$ cat src/rtl/mod_counter_pkg.sv
// Shared definitions for the modulo counter: default sizes, per-edge action
// encoding and the wrap/saturate mode values.
package mod_counter_pkg;

    localparam int DEFAULT_WIDTH   = 8;
    localparam int DEFAULT_PRESC_W = 4;

    localparam logic MODE_WRAP = 1'b0;
    localparam logic MODE_SAT  = 1'b1;

    typedef enum logic [1:0] {
        ACT_IDLE = 2'd0,
        ACT_STEP = 2'd1,
        ACT_LOAD = 2'd2,
        ACT_CLR  = 2'd3
    } action_e;

    // Clear beats load, load beats a prescaler tick.
    function automatic action_e select_action(input logic clr, input logic load, input logic tick);
        if (clr)
            return ACT_CLR;
        else if (load)
            return ACT_LOAD;
        else if (tick)
            return ACT_STEP;
        else
            return ACT_IDLE;
    endfunction

endpackage

$ cat src/rtl/mod_counter_prescale.sv
// Prescaler for the modulo counter: emits one tick every div+1 enabled cycles
// and restarts its phase on clear or load.
module mod_counter_prescale
    import mod_counter_pkg::*;
#(
    parameter int PRESC_W = DEFAULT_PRESC_W
) (
    input  logic               clk,
    input  logic               rst,
    input  logic               en,
    input  logic               clr_or_load,
    input  logic [PRESC_W-1:0] div,
    output logic               tick
);

    logic [PRESC_W-1:0] phase;

    // Greater-or-equal so that lowering div below the current phase ticks at once.
    assign tick = en && (phase >= div);

    always_ff @(posedge clk or negedge rst) begin
        if (!rst) begin
            phase <= '0;
        end else if (clr_or_load) begin
            phase <= '0;
        end else if (en) begin
            phase <= tick ? '0 : phase + 1'b1;
        end
    end

endmodule

$ cat src/rtl/mod_counter.sv
// Parametrised modulo counter with direction, wrap/saturate mode, clear, load,
// prescaler, terminal-count pulse and sticky overflow flag.
module mod_counter
    import mod_counter_pkg::*;
#(
    parameter int WIDTH   = DEFAULT_WIDTH,
    parameter int PRESC_W = DEFAULT_PRESC_W
) (
    input  logic               clk,
    input  logic               rst,
    input  logic               en,
    input  logic               up,
    input  logic               sat,
    input  logic               clr,
    input  logic               load,
    input  logic [WIDTH-1:0]   load_val,
    input  logic [WIDTH-1:0]   limit,
    input  logic [PRESC_W-1:0] div,
    output logic [WIDTH-1:0]   count,
    output logic               tc,
    output logic               ovf
);

    logic             tick;
    action_e          action;
    logic [WIDTH-1:0] count_next;
    logic             tc_next;
    logic             ovf_next;

    mod_counter_prescale #(
        .PRESC_W(PRESC_W)
    ) u_prescale (
        .clk        (clk),
        .rst        (rst),
        .en         (en),
        .clr_or_load(clr || load),
        .div        (div),
        .tick       (tick)
    );

    always_comb begin
        action     = select_action(clr, load, tick);
        count_next = count;
        tc_next    = 1'b0;
        ovf_next   = ovf;
        case (action)
            ACT_CLR: begin
                count_next = '0;
                ovf_next   = 1'b0;
            end
            ACT_LOAD: begin
                count_next = (load_val > limit) ? limit : load_val;
            end
            ACT_STEP: begin
                if (up) begin
                    if (count < limit) begin
                        count_next = count + 1'b1;
                    end else begin
                        count_next = (sat == MODE_WRAP) ? '0 : limit;
                        tc_next    = 1'b1;
                        ovf_next   = 1'b1;
                    end
                end else begin
                    // A count stranded above a lowered limit snaps back to it.
                    if (count == '0) begin
                        count_next = (sat == MODE_SAT) ? '0 : limit;
                        tc_next    = 1'b1;
                        ovf_next   = 1'b1;
                    end else if (count > limit) begin
                        count_next = limit;
                    end else begin
                        count_next = count - 1'b1;
                    end
                end
            end
            default: begin
                count_next = count;
            end
        endcase
    end

    always_ff @(posedge clk or negedge rst) begin
        if (!rst) begin
            count <= '0;
            tc    <= 1'b0;
            ovf   <= 1'b0;
        end else begin
            count <= count_next;
            tc    <= tc_next;
            ovf   <= ovf_next;
        end
    end

endmodule

$ cat config.mk
export PLATFORM = sky130hd
export DESIGN_NAME = mod_counter
export DESIGN_NICKNAME = d
export VERILOG_FILES = /design/src/rtl/mod_counter_pkg.sv /design/src/rtl/mod_counter_prescale.sv /design/src/rtl/mod_counter.sv
export SDC_FILE = /design/constraint.sdc
export NUM_CORES = 1
export LEC_CHECK = 0
export ABC_AREA = 1
export BUFFER_PORTS_ARGS = -buffer_cell sky130_fd_sc_hd__buf_2
export CAP_MARGIN = 20
export CORE_MARGIN = 3
export CORE_UTILIZATION = 50
export CTS_BUF_LIST = sky130_fd_sc_hd__clkbuf_4 sky130_fd_sc_hd__clkbuf_8
export DETAILED_ROUTE_END_ITERATION = 7
export PLACE_DENSITY_LB_ADDON = 0.15
export SLEW_MARGIN = 30
export SYNTH_ARGS = -nofsm -noshare
export SYNTH_HDL_FRONTEND = slang
export SYNTH_SLANG_ARGS = --single-unit
$ cat constraint.sdc
create_clock -name clk -period 1.95 [get_ports clk]
set_input_delay 0.2925 -clock clk [delete_from_list [all_inputs] [get_ports clk]]
set_output_delay 0.2925 -clock clk [all_outputs]
set_load 0.01 [all_outputs]
==> results.md <==
### Critical path
* register — Critical Path Source Type
* register — Crit. End Element
* 2080 ps — required time of the critical path
* 140 ps — flop2flop setup slack
* 8 — crit-path max FO
* 1940 ps — Arr. time, crit path
* reg2reg — worst setup path class

### Detailed routing
* met4 — top sig layer
* 2720 µm — routed length on met2
* 4 — number of iterations in the first detailed-routing pass
* 2500 µm — met1 layer wirelength in the final routing
* 5.30 — average via count per standard cell
* 0 — ANT nets after route
* 0 — number of remaining DRC errors
* 284 µm — Detail Route met3 WL
* 2289 — count of vias placed by the detailed router
* 12.8 µm — post-detailed-route wirelength per cell
* 149 — number of design-rule violations left by the first detailed-router iteration
* 5530 µm — final WL

### Logic synthesis
* 0.00203 mm² — post-synthesis instance area
* 14 — #FFs+latches synth
* nand2_1 (98), nand3_1 (59), inv_1 (38), nor2_1 (27), ha_1 (23) — Commonest cells post-synth
* 0 — Post-synth EDFFs
* 0 — synth warn
* 377 — net count after synthesis
* 6.22 µm² — average cell area after synthesis
* nand2_1 (18%), dfrtp_1 (17%), nand3_1 (15%), ha_1 (14%), inv_1 (7.0%) — top cells by area, synth
* nand2_1 — area leader, netlist
* 28 — count of cell types in the netlist
* 0.181 — portion of synthesized cell area occupied by the leading cell type
* nand2_1 — most instantiated library cell after synthesis
* 1.00 — Synth async-reset ratio
* 0.172 — share of the yosys chip area belonging to registers
* dfrtp_1 — dominant synthesized flop cell
* 327 — number of instances in the synthesized netlist

### STA
* 553 MHz — maximum clock frequency
* 1810 ps — final critical delay including setup and external delays
* 0.634 — worst slew slack as a fraction of its limit
* 2.21 ps — Post-Route Skew
* 141 ps — Final WS setup
* 0 ps — post-route setup TNS
* 0 — max-slew violations
* 0 — final setup vio count
* 547 ps — transition time at the pin with the least slew margin
* 0 — count of endpoints failing hold in the final timing report
* 0.928 — Final Cycle Share
* 223 ps — hold slack

### Cells and area
* 435 — Nets
* 0.229 — fraction of final layout cells sized beyond drive strength 1
* 372 — Fill cells
* 0 — Diodes inserted
* 0.653 — fraction of the core area covered by cells at the end of the flow
* 22.0% — area growth from synthesis to layout

### Die
* 37 — IO Pins
* 22 — Core Rows
* 0.535 — starting density of the core
* 0.00380 mm² — area of the core
* 0.00487 mm² — die area
* 69.8 µm — Die X
* 69.8 µm — vertical die dimension

### Pwr
* 0.472 mV — peak supply drop
* 788 µW — internal power summed over all cells
* 1340 µW — Design Power
* 0.412 — switching part of the total power
* 0.216 — fraction of power consumed by the clock network
* 540 mW/mm² — PD cells
* 0.532 — portion of total power attributed to combinational logic
* 0.252 — sequential fraction of design power
* 0.00143 µW — leakage component of the power
* 551 µW — net switching power of the design

### Clock tree
* 3 — CTS Buf Count
* 14 — Num Clock Sinks
* clkbuf_8 — cell at the root of the clock tree
* 2 — buffer depth of the longest clock path
* 250 ps — clock latency on the worst-skew pair
* built — CTS tree
* 60 ps — clock transition time at the flip-flop clock pins of the worst setup and hold paths
* 1 — H-tree levels

### Global routing
* 0 — antenna violations before repair
* 0.230 — gr usage total
* 2034 — via count of the first global-routing pass
* 19 — maximum number of pins on one net before global-route repair
* 0 — gr ovfl total
* 9340 µm — first-pass GRT wire length

### Outcome
* complete, no violations — result of the run

### Placed design
* 23.5 ps — worst setup slack before clock tree synthesis
* 36 — Port Buf Inserts
* 4540 µm — HPWL Detailed
* 0.925 — Routability Congestion

### Flow run
* 0 — max_cap viols

### Worst hold path
* in2reg — worst min-delay path category

-- cells by family (layout without fill, tap and decap cells) --
family | Yosys count | after routing | synth area share
XOR/XNOR | 10 | 10 | 0.0431
adder cells (fa/ha/maj) | 23 | 23 | 0.142
flip-flops | 14 | 14 | 0.172
AO/OA/AOI/OAI | 27 | 27 | 0.0738
buffers and inverters | 52 | 109 | 0.119
AND/OR/NAND/NOR | 201 | 201 | 0.450
-- cells in the final DEF, fill, tap and decap left out, types with 4 or more instances in the layout --
master	synthesis	routed
xor2_1	7	7
clkbuf_8	3	4
ha_1	23	22
inv_2	4	5
buf_4	2	25
nor2_2	4	4
nand2_1	98	95
nand3_1	59	59
inv_1	38	37
dfrtp_1	14	14
a21oi_1	14	14
a31oi_1	8	8
buf_2	2	36
nor2_1	27	26
-- repair_timing --
item	CTS	global route
setup buffers	0	1
endpoints found under the hold margin	14	0
resized for setup	0	8
endpoints found under the setup margin	0	10
hold buffers	1	0
-- per-layer routing --
layer,vias up,track usage
met1,1038,0.305
met2,64,0.403
li1,1181,-
met3,6,0.0377
met5,-,0
met4,0,0.0255
-- area by class of cell --
| class | count | area [µm²] | area share |
|---|---|---|---|
| Clock buffer | 4 | 55.1 | 0.0222 |
| Inverter | 42 | 158 | 0.0636 |
| Multi-Input combinational cell | 261 | 1470 | 0.592 |
| Sequential cell | 14 | 350 | 0.141 |
| Tap cell | 48 | 60.1 | 0.0242 |
| Timing Repair Buffer | 63 | 389 | 0.157 |
-- registers in the layout, indices dropped and copies added (netlist names) --
| name | count |
|---|---|
| tc | 1 |
| ovf | 1 |
| u_prescale.phase | 4 |
| count | 8 |
-- metrics by stage --
step / std cells / cell area [µm²]
2_1_floorplan: 327 / 2030
3_3_place_gp: 426 / 2380
3_5_place_dp: 426 / 2380
4_1_cts: 431 / 2440
5_1_grt: 432 / 2480
6_report: 432 / 2480
-- critical path, cell delays in order (launching register included) --
cell	delay, ps
dfrtp_1	380
ha_1	300
nand2_1	100
nor2_2	130
nand2_1	120
nand2_2	110
buf_4	150
nand3_1	90
nand3_1	100
nand2_1	50
nand2_1	80
nand3_1	70
-- path summary, 6_finish.rpt --
check,from,endpoint,depth (start not counted)
worst max-delay path,count[7],count[1],11
worst min-delay path,clr,ovf,2
worst max register to register,count[7],count[1],11
worst min register to register,ovf,ovf,2
max in group asynchronous,rst,count[3],2
min in group asynchronous,rst,u_prescale.phase[3],2
-- power groups by stage --
stage	Combinational [µW]	Sequential, µW	Clock (µW)
after CTS	697	336	292
after global placement	680	341	0
after global routing	807	343	307
after floorplan	464	358	0
after detailed placement	691	341	0
final	713	338	289
(Power assumes the default switching activity.)
